**src/rtl/serial_frame_rx.sv**
```systemverilog
// serial_frame_rx
//   Receive end of the single-wire serial link. Hunts for a start bit (0),
//   shifts in WIDTH data bits LSB first, optionally checks an even-parity bit,
//   then checks the stop bit (1). Good words land in a one-word holding
//   register that is drained through a valid/ready handshake.
//
//   Optional feature macro: SFRX_PARITY_EN
//     defined   : one even-parity bit follows the data bits (frame = WIDTH+3 bits)
//     undefined : no parity bit (frame = WIDTH+2 bits), parity_err tied 0
//
// Ports
//   clk        in   rising-edge clock, d sampled on every edge
//   rest       in   synchronous active-high reset
//   d          in   serial line, idle high
//   data_out   out  [WIDTH-1:0] held word, meaningful while valid=1
//   valid      out  holding register has an unconsumed word
//   ready      in   consumer takes data_out when valid && ready
//   frame_err  out  1-cycle pulse: stop bit sampled as 0
//   overrun    out  1-cycle pulse: good word dropped, holding register full
//   parity_err out  1-cycle pulse: parity mismatch (parity build only)
module serial_frame_rx #(
  parameter int WIDTH = 8
) (
  input  logic             clk,
  input  logic             rest,
  input  logic             d,
  output logic [WIDTH-1:0] data_out,
  output logic             valid,
  input  logic             ready,
  output logic             frame_err,
  output logic             overrun,
  output logic             parity_err
);

  localparam int CW = $clog2(WIDTH + 1);

  localparam logic [1:0] S_IDLE = 2'd0;
  localparam logic [1:0] S_DATA = 2'd1;
  localparam logic [1:0] S_STOP = 2'd3;
`ifdef SFRX_PARITY_EN
  localparam logic [1:0] S_PAR  = 2'd2;
`endif

  logic [1:0]       state_q, state_d;
  logic [CW-1:0]    cnt_q, cnt_d;
  logic [WIDTH-1:0] shift_q, shift_d;
  logic [WIDTH-1:0] hold_q, hold_d;
  logic             valid_q, valid_d;
  // Set on the stop-sample edge of a good frame; the holding register is
  // updated one edge later from the (still intact) shift register.
  logic             good_q, good_d;
  logic             ferr_q, ferr_d;
  logic             ovr_q, ovr_d;
`ifdef SFRX_PARITY_EN
  logic             parbad_q, parbad_d;
  logic             perr_q, perr_d;
`endif

  always_comb begin
    state_d = state_q;
    cnt_d   = cnt_q;
    shift_d = shift_q;
    hold_d  = hold_q;
    valid_d = valid_q;
    good_d  = 1'b0;
    ferr_d  = 1'b0;
    ovr_d   = 1'b0;
`ifdef SFRX_PARITY_EN
    parbad_d = parbad_q;
    perr_d   = 1'b0;
`endif

    case (state_q)
      S_IDLE: begin
        if (!d) begin
          state_d = S_DATA;
          cnt_d   = '0;
        end
      end
      S_DATA: begin
        // Write d into bit[cnt]; shift-based masking keeps the index width-safe.
        shift_d = (shift_q & ~(WIDTH'(1) << cnt_q)) | (WIDTH'(d) << cnt_q);
        cnt_d   = cnt_q + CW'(1);
        if (cnt_q == CW'(WIDTH - 1)) begin
`ifdef SFRX_PARITY_EN
          state_d = S_PAR;
`else
          state_d = S_STOP;
`endif
        end
      end
`ifdef SFRX_PARITY_EN
      S_PAR: begin
        // Even parity: data ones plus parity bit must be even.
        parbad_d = (^shift_q) ^ d;
        state_d  = S_STOP;
      end
`endif
      S_STOP: begin
        state_d = S_IDLE;
        if (!d) begin
          ferr_d = 1'b1;               // frame error wins over parity error
`ifdef SFRX_PARITY_EN
        end else if (parbad_q) begin
          perr_d = 1'b1;
`endif
        end else begin
          good_d = 1'b1;
        end
      end
      default: state_d = S_IDLE;
    endcase

    // Holding register: a load on the same edge as a consume replaces the word.
    if (good_q) begin
      if (valid_q && !ready) begin
        ovr_d = 1'b1;
      end else begin
        hold_d  = shift_q;
        valid_d = 1'b1;
      end
    end else if (valid_q && ready) begin
      valid_d = 1'b0;
    end
  end

  always_ff @(posedge clk) begin
    if (rest) begin
      state_q <= S_IDLE;
      cnt_q   <= '0;
      shift_q <= '0;
      hold_q  <= '0;
      valid_q <= 1'b0;
      good_q  <= 1'b0;
      ferr_q  <= 1'b0;
      ovr_q   <= 1'b0;
`ifdef SFRX_PARITY_EN
      parbad_q <= 1'b0;
      perr_q   <= 1'b0;
`endif
    end else begin
      state_q <= state_d;
      cnt_q   <= cnt_d;
      shift_q <= shift_d;
      hold_q  <= hold_d;
      valid_q <= valid_d;
      good_q  <= good_d;
      ferr_q  <= ferr_d;
      ovr_q   <= ovr_d;
`ifdef SFRX_PARITY_EN
      parbad_q <= parbad_d;
      perr_q   <= perr_d;
`endif
    end
  end

  assign data_out  = hold_q;
  assign valid     = valid_q;
  assign frame_err = ferr_q;
  assign overrun   = ovr_q;
`ifdef SFRX_PARITY_EN
  assign parity_err = perr_q;
`else
  assign parity_err = 1'b0;
`endif

endmodule
```
**config.mk**
```make
export PLATFORM = sky130hd
export DESIGN_NAME = serial_frame_rx
export DESIGN_NICKNAME = d
export VERILOG_FILES = /design/src/rtl/serial_frame_rx.sv
export SDC_FILE = /design/constraint.sdc
export NUM_CORES = 1
export LEC_CHECK = 0
export ABC_AREA = 1
export CAP_MARGIN = 40
export CELL_PAD_IN_SITES_DETAIL_PLACEMENT = 0
export CELL_PAD_IN_SITES_GLOBAL_PLACEMENT = 1
export CORE_MARGIN = 1
export CORE_UTILIZATION = 34
export CTS_CLUSTER_DIAMETER = 100
export DETAILED_ROUTE_END_ITERATION = 8
export MAX_ROUTING_LAYER = met4
export PLACE_DENSITY_LB_ADDON = 0.1
export SLEW_MARGIN = 15
export SYNTH_ARGS = -nofsm -noshare
export SYNTH_HDL_FRONTEND = slang
export SYNTH_SLANG_ARGS = --single-unit
```
**constraint.sdc**
```tcl
create_clock -name clk -period 1.1 [get_ports clk]
set_input_delay 0.165 -clock clk [delete_from_list [all_inputs] [get_ports clk]]
set_output_delay 0.165 -clock clk [all_outputs]
set_load 0.01 [all_outputs]
```
After elaboration in Yosys (flattened, before gate mapping)
Cells that the tools add are included.
{ "op_classes": {"n_addsub": 1, "eq_ne": 6, "shift": 2, "mux": 11, "bitwise": 6, "reduce_logical": 12} }
{ "op_table": {"columns": ["cell", "count"], "rows": [
  ["8-bit AND", 1],
  ["8-bit inverter", 1],
  ["8-bit OR", 1],
  ["4-bit case mux with 2 select lines", 1],
  ["2-bit AND reduction", 4],
  ["1-bit by 4-bit << shifter with 8-bit output", 1],
  ["1-bit by 4-bit << shifter with 8-bit output (first input constant)", 1],
  ["1-bit two-way mux", 6],
  ["2-bit != test (second input constant)", 3],
  ["4-bit by 1-bit adder with 4-bit output (second input constant)", 1],
  ["4-bit by 3-bit == test with 1-bit output (second input constant)", 1],
  ["2-bit two-way mux", 2],
  ["4-bit two-way mux", 1],
  ["2-bit case mux with 2 select lines", 1],
  ["2-bit nonzero test", 2],
  ["2-bit OR reduction", 2],
  ["1-bit inverter", 3],
  ["2-bit by 1-bit == test with 1-bit output (second input constant)", 1],
  ["2-bit == test (second input constant)", 1],
  ["1-bit logical AND", 2],
  ["2-bit zero test", 1],
  ["1-bit zero test", 1]
]} }
{ "totals": {"reg_bits": 26, "input_bits": 4, "output_inout_bits": 12, "wordCells": 46} }

Longest topological paths before layout
{ "logic_depth": {"ltp_word": 4, "depth_mapped": 6, "ltp_nobuf": 6} }

Worst setup path after synthesis
OpenSTA, ideal clock, no wires.
{ "synth_path": {"kind": "reg-to-reg", "from": "reg cnt_q[0]", "to": "reg cnt_q[1]", "setup_time_ns": 0.117, "t_arrival_ns": 1.032, "required_ns": 0.983, "path_slack_ns": -0.049, "path_stages_with_launch": 5, "n_path_buf": 0, "synth_period_minus_slack_ns": 1.149, "path_cell_list": "dfxtp_1 -> inv_1 -> ha_1 -> a22oi_1 -> nor2_1"} }
{ "synth_between": {"elab_chain_len": 2} }
{ "synth_rtl": {"columns": ["element", "line", "rtl"], "rows": [
  ["from (decl)", "45", "logic [CW-1:0] cnt_q, cnt_d;"],
  ["from (signal assigned)", "143", "cnt_q <= cnt_d;"],
  ["4-bit by 1-bit adder with 4-bit output", "83", "cnt_d = cnt_q + CW'(1);"],
  ["4-bit case mux with 2 select lines", "73", "case (state_q)"]
]} }
Every way passes these cells.
A chain may end at the register's enable or synchronous reset.

Worst setup path in the final report
{ "layout_path": {"from": "reg cnt_q[1]", "to": "reg cnt_q[1]"} }
Same word-level chain as after synthesis.

==> metrics.yaml <==
global_route:
  grt_pass1_wl_um: 3600
  grtUsageTotal_pct: 14.1
  antenna_found_initial: 0
  grt_max_degree: 16
  overflow: 0
  grt_pass1_vias: 833
place:
  pre_cts_ws_ps: -265
  dp_hpwl_um: 1560
  io_buffers: 14
  placed_area_sq_um: 1330
  gp_congestion: 0.738
clocking:
  cts_hold_buf: 0
  root_buffer: "clkbuf_4"
  cts_buffer_depth: 2
  cts.sinks: 26
  clk_pin_slew_ps: 150
  cts_buffers: 3
  insertion_delay_ps: 320
  cts_tree: "yes"
  htree_levels: 1
timing:
  setup_viol: 0
  maxSlewViolCount: 0
  skew_ps: 6.91
  fin_crit_ps: 1050
  finalHoldViolations: 0
  fmax_mhz: 954
  rsz0062_at_grt: "true"
  worst_slack_ps: 51.3
  post-route-period-util_pct: 95.3
  hold-worst-slack_ps: 470
yosys:
  synth_compound_area_share_pct: 10.8
  synth_xor_xnor_area_share_pct: 0
  synth_edf_count: 0
  synthAdderAreaFrac_pct: 5.72
  syn-num-nets: 149
  synth-simple-area-share_pct: 27.8
  synth-seq-cells: 26
  syn_inst: 140
  synth_ff_type: "dfxtp_1"
  yosysUniqueCellTypes: 22
  syn_area_sq_um: 1090
  yosysWarnings: 0
  seq_area_frac_synth_pct: 47.6
  async_flop_share_pct: 0
  syn-mean-instance-area_sq_um: 7.81
  synth_top_family_by_area: "simple AND/OR/NAND/NOR gates"
  synth.area.mux_share_pct: 0
floorplan:
  core_area_sq_um: 3050
  initial_core_util_pct: 35.8
  pin_count: 16
  die-area_sq_um: 3450
  rows: 20
  die_h_um: 58.7
  die_w_um: 58.7
job:
  maxCapViolations: 0
critical_path:
  worst_path_largest_cell_delay_ps: 410
  crit_family: "flip-flops"
  critPathLaunchType: "register"
  worstPathCellList: "inv_2 -> ha_1 -> a22oi_2 -> nor2_1"
  r2r_end: "cnt_q[1]"
  crit_fanout: 6
  worstPathRequired_ps: 1340
  reg2reg_depth: 4
  crit_type: "register to register"
  cp.arrival_ps: 1290
  end_kind: "register"
  crit_buf_inv: 1
  crit_slowest_cell: "dfxtp_4"
  ff2ff_setup_slack_ps: 50
  r2r-start: "cnt_q[1]"
power_and_ir_drop:
  power_per_cell_area_nw_per_um2: 1230
  p_leak_nw: 0.556
  power_mw: 1.78
  irDropWorstVdd_uv: 865
finish:
  antenna_cells: 0
  fin_area_sq_um: 1450
  area_growth_pct: 32.2
  drive_gt1_share_pct: 29.1
  nets: 175
  fillers: 321
  fin_util_pct: 47.3
hold_path:
  worstHoldPathCells: 2
  hold_start: "shift_q[4]"
  hold_path_class: "register to register"
  min_to: "shift_q[4]"
routing:
  ant_nets: 0
  finalWirelength_um: 2180
  vias_per_cell: 4.44
  drc: 0
  via_count: 927
  wl_per_cell_um: 10.4
  first_pass_iters: 4
  drt-initial-drc-count: 27
run_status:
  status: "completed"
-- layer usage --
metal  routed length (um)  track usage (%)  part of all wire [%]
met5                    0                -                     0
met2                  983             22.5                    45
met1                 1110             17.6                    51
met4                   19             3.06                  0.87
met3                   64             4.62                   2.9
-- synth_stat cells, types with 5 or more instances --
master	n	area, sq um
dfxtp_1	26	521
nand2_1	24	90.1
nor2_1	22	82.6
a21oi_1	11	55.1
inv_1	10	37.5
o21ai_0	10	50.1
nand4_1	9	56.3
ha_1	5	62.6
nor3_1	5	25.0
-- registers in the layout, indices dropped and copies added (netlist names) --
register   cells
valid          1
cnt_q          4
data_out       8
shift_q        8
frame_err      1
state_q        2
overrun        1
good_q         1
-- power by group --
group | switching [mW] | total, mW | internal, mW
clock network | 0.290 | 0.659 | 0.368
registers | 0.0108 | 0.964 | 0.953
logic | 0.0879 | 0.162 | 0.0744
-- cells by family after synthesis --
| family | count (synthesis) |
|---|---|
| AOI/OAI and AO/OA | 23 |
| adders and majority gates | 5 |
| buffers and inverters | 18 |
| DFF | 26 |
| other | 1 |
| and+or+nand+nor | 67 |
-- cells in the final DEF, fill, tap and decap left out, drive strengths merged --
| master | instances |
|---|---|
| o21ai | 11 |
| nor3 | 5 |
| conb | 1 |
| dfxtp | 26 |
| buf | 13 |
| inv | 11 |
| ha | 5 |
| a21oi | 11 |
| nor4 | 2 |
| bufinv | 1 |
| clkdlybuf4s50 | 3 |
| clkdlybuf4s15 | 3 |
| clkbuf | 11 |
| nand3 | 3 |
| clkinvlp | 1 |
| nor2 | 24 |
| a22oi | 1 |
| nand4 | 9 |
| nand2 | 24 |
-- how the worst max path moves through the flow --
stage                        start           to  slack [ps]  cells after the start
after global placement       ready  data_out[2]        -250                      7
after detailed placement     ready  data_out[2]        -270                      7
after global routing         valid  data_out[4]          -8                      5
final                     cnt_q[1]     cnt_q[1]          50                      4
after floorplan           cnt_q[0]     cnt_q[1]          40                      4
after CTS                 cnt_q[1]     cnt_q[1]           3                      4
-- final cells by class --
| cell class | instances | area [sq um] | share of cell area [%] |
|---|---|---|---|
| timing repair buffer | 27 | 224 | 15.5 |
| multi-input combinational | 96 | 531 | 36.7 |
| clock inverter | 1 | 30.0 | 2.08 |
| clock buffer | 3 | 22.5 | 1.56 |
| sequential | 26 | 534 | 37.0 |
| tap | 44 | 55.1 | 3.81 |
| inverter | 12 | 48.8 | 3.38 |
-- worst min-delay path, cell delays in order, from the launching register on --
cell	delay, ps
dfxtp_1	340
nand2_1	60
a21oi_1	50
-- stage by stage --
stage	setup TNS, ps	std cells
finish	0	209
global route	-18.9	209
CTS	0	207
detailed placement	-3690	203
global placement	-3360	203
floorplan	0	140
-- repair_timing --
action | CTS | global route
pin swaps | 0 | 2
gates resized for setup | 22 | 30
setup endpoints to repair | 13 | 30
buffers inserted | 0 | 2
(Power assumes the default switching activity.)
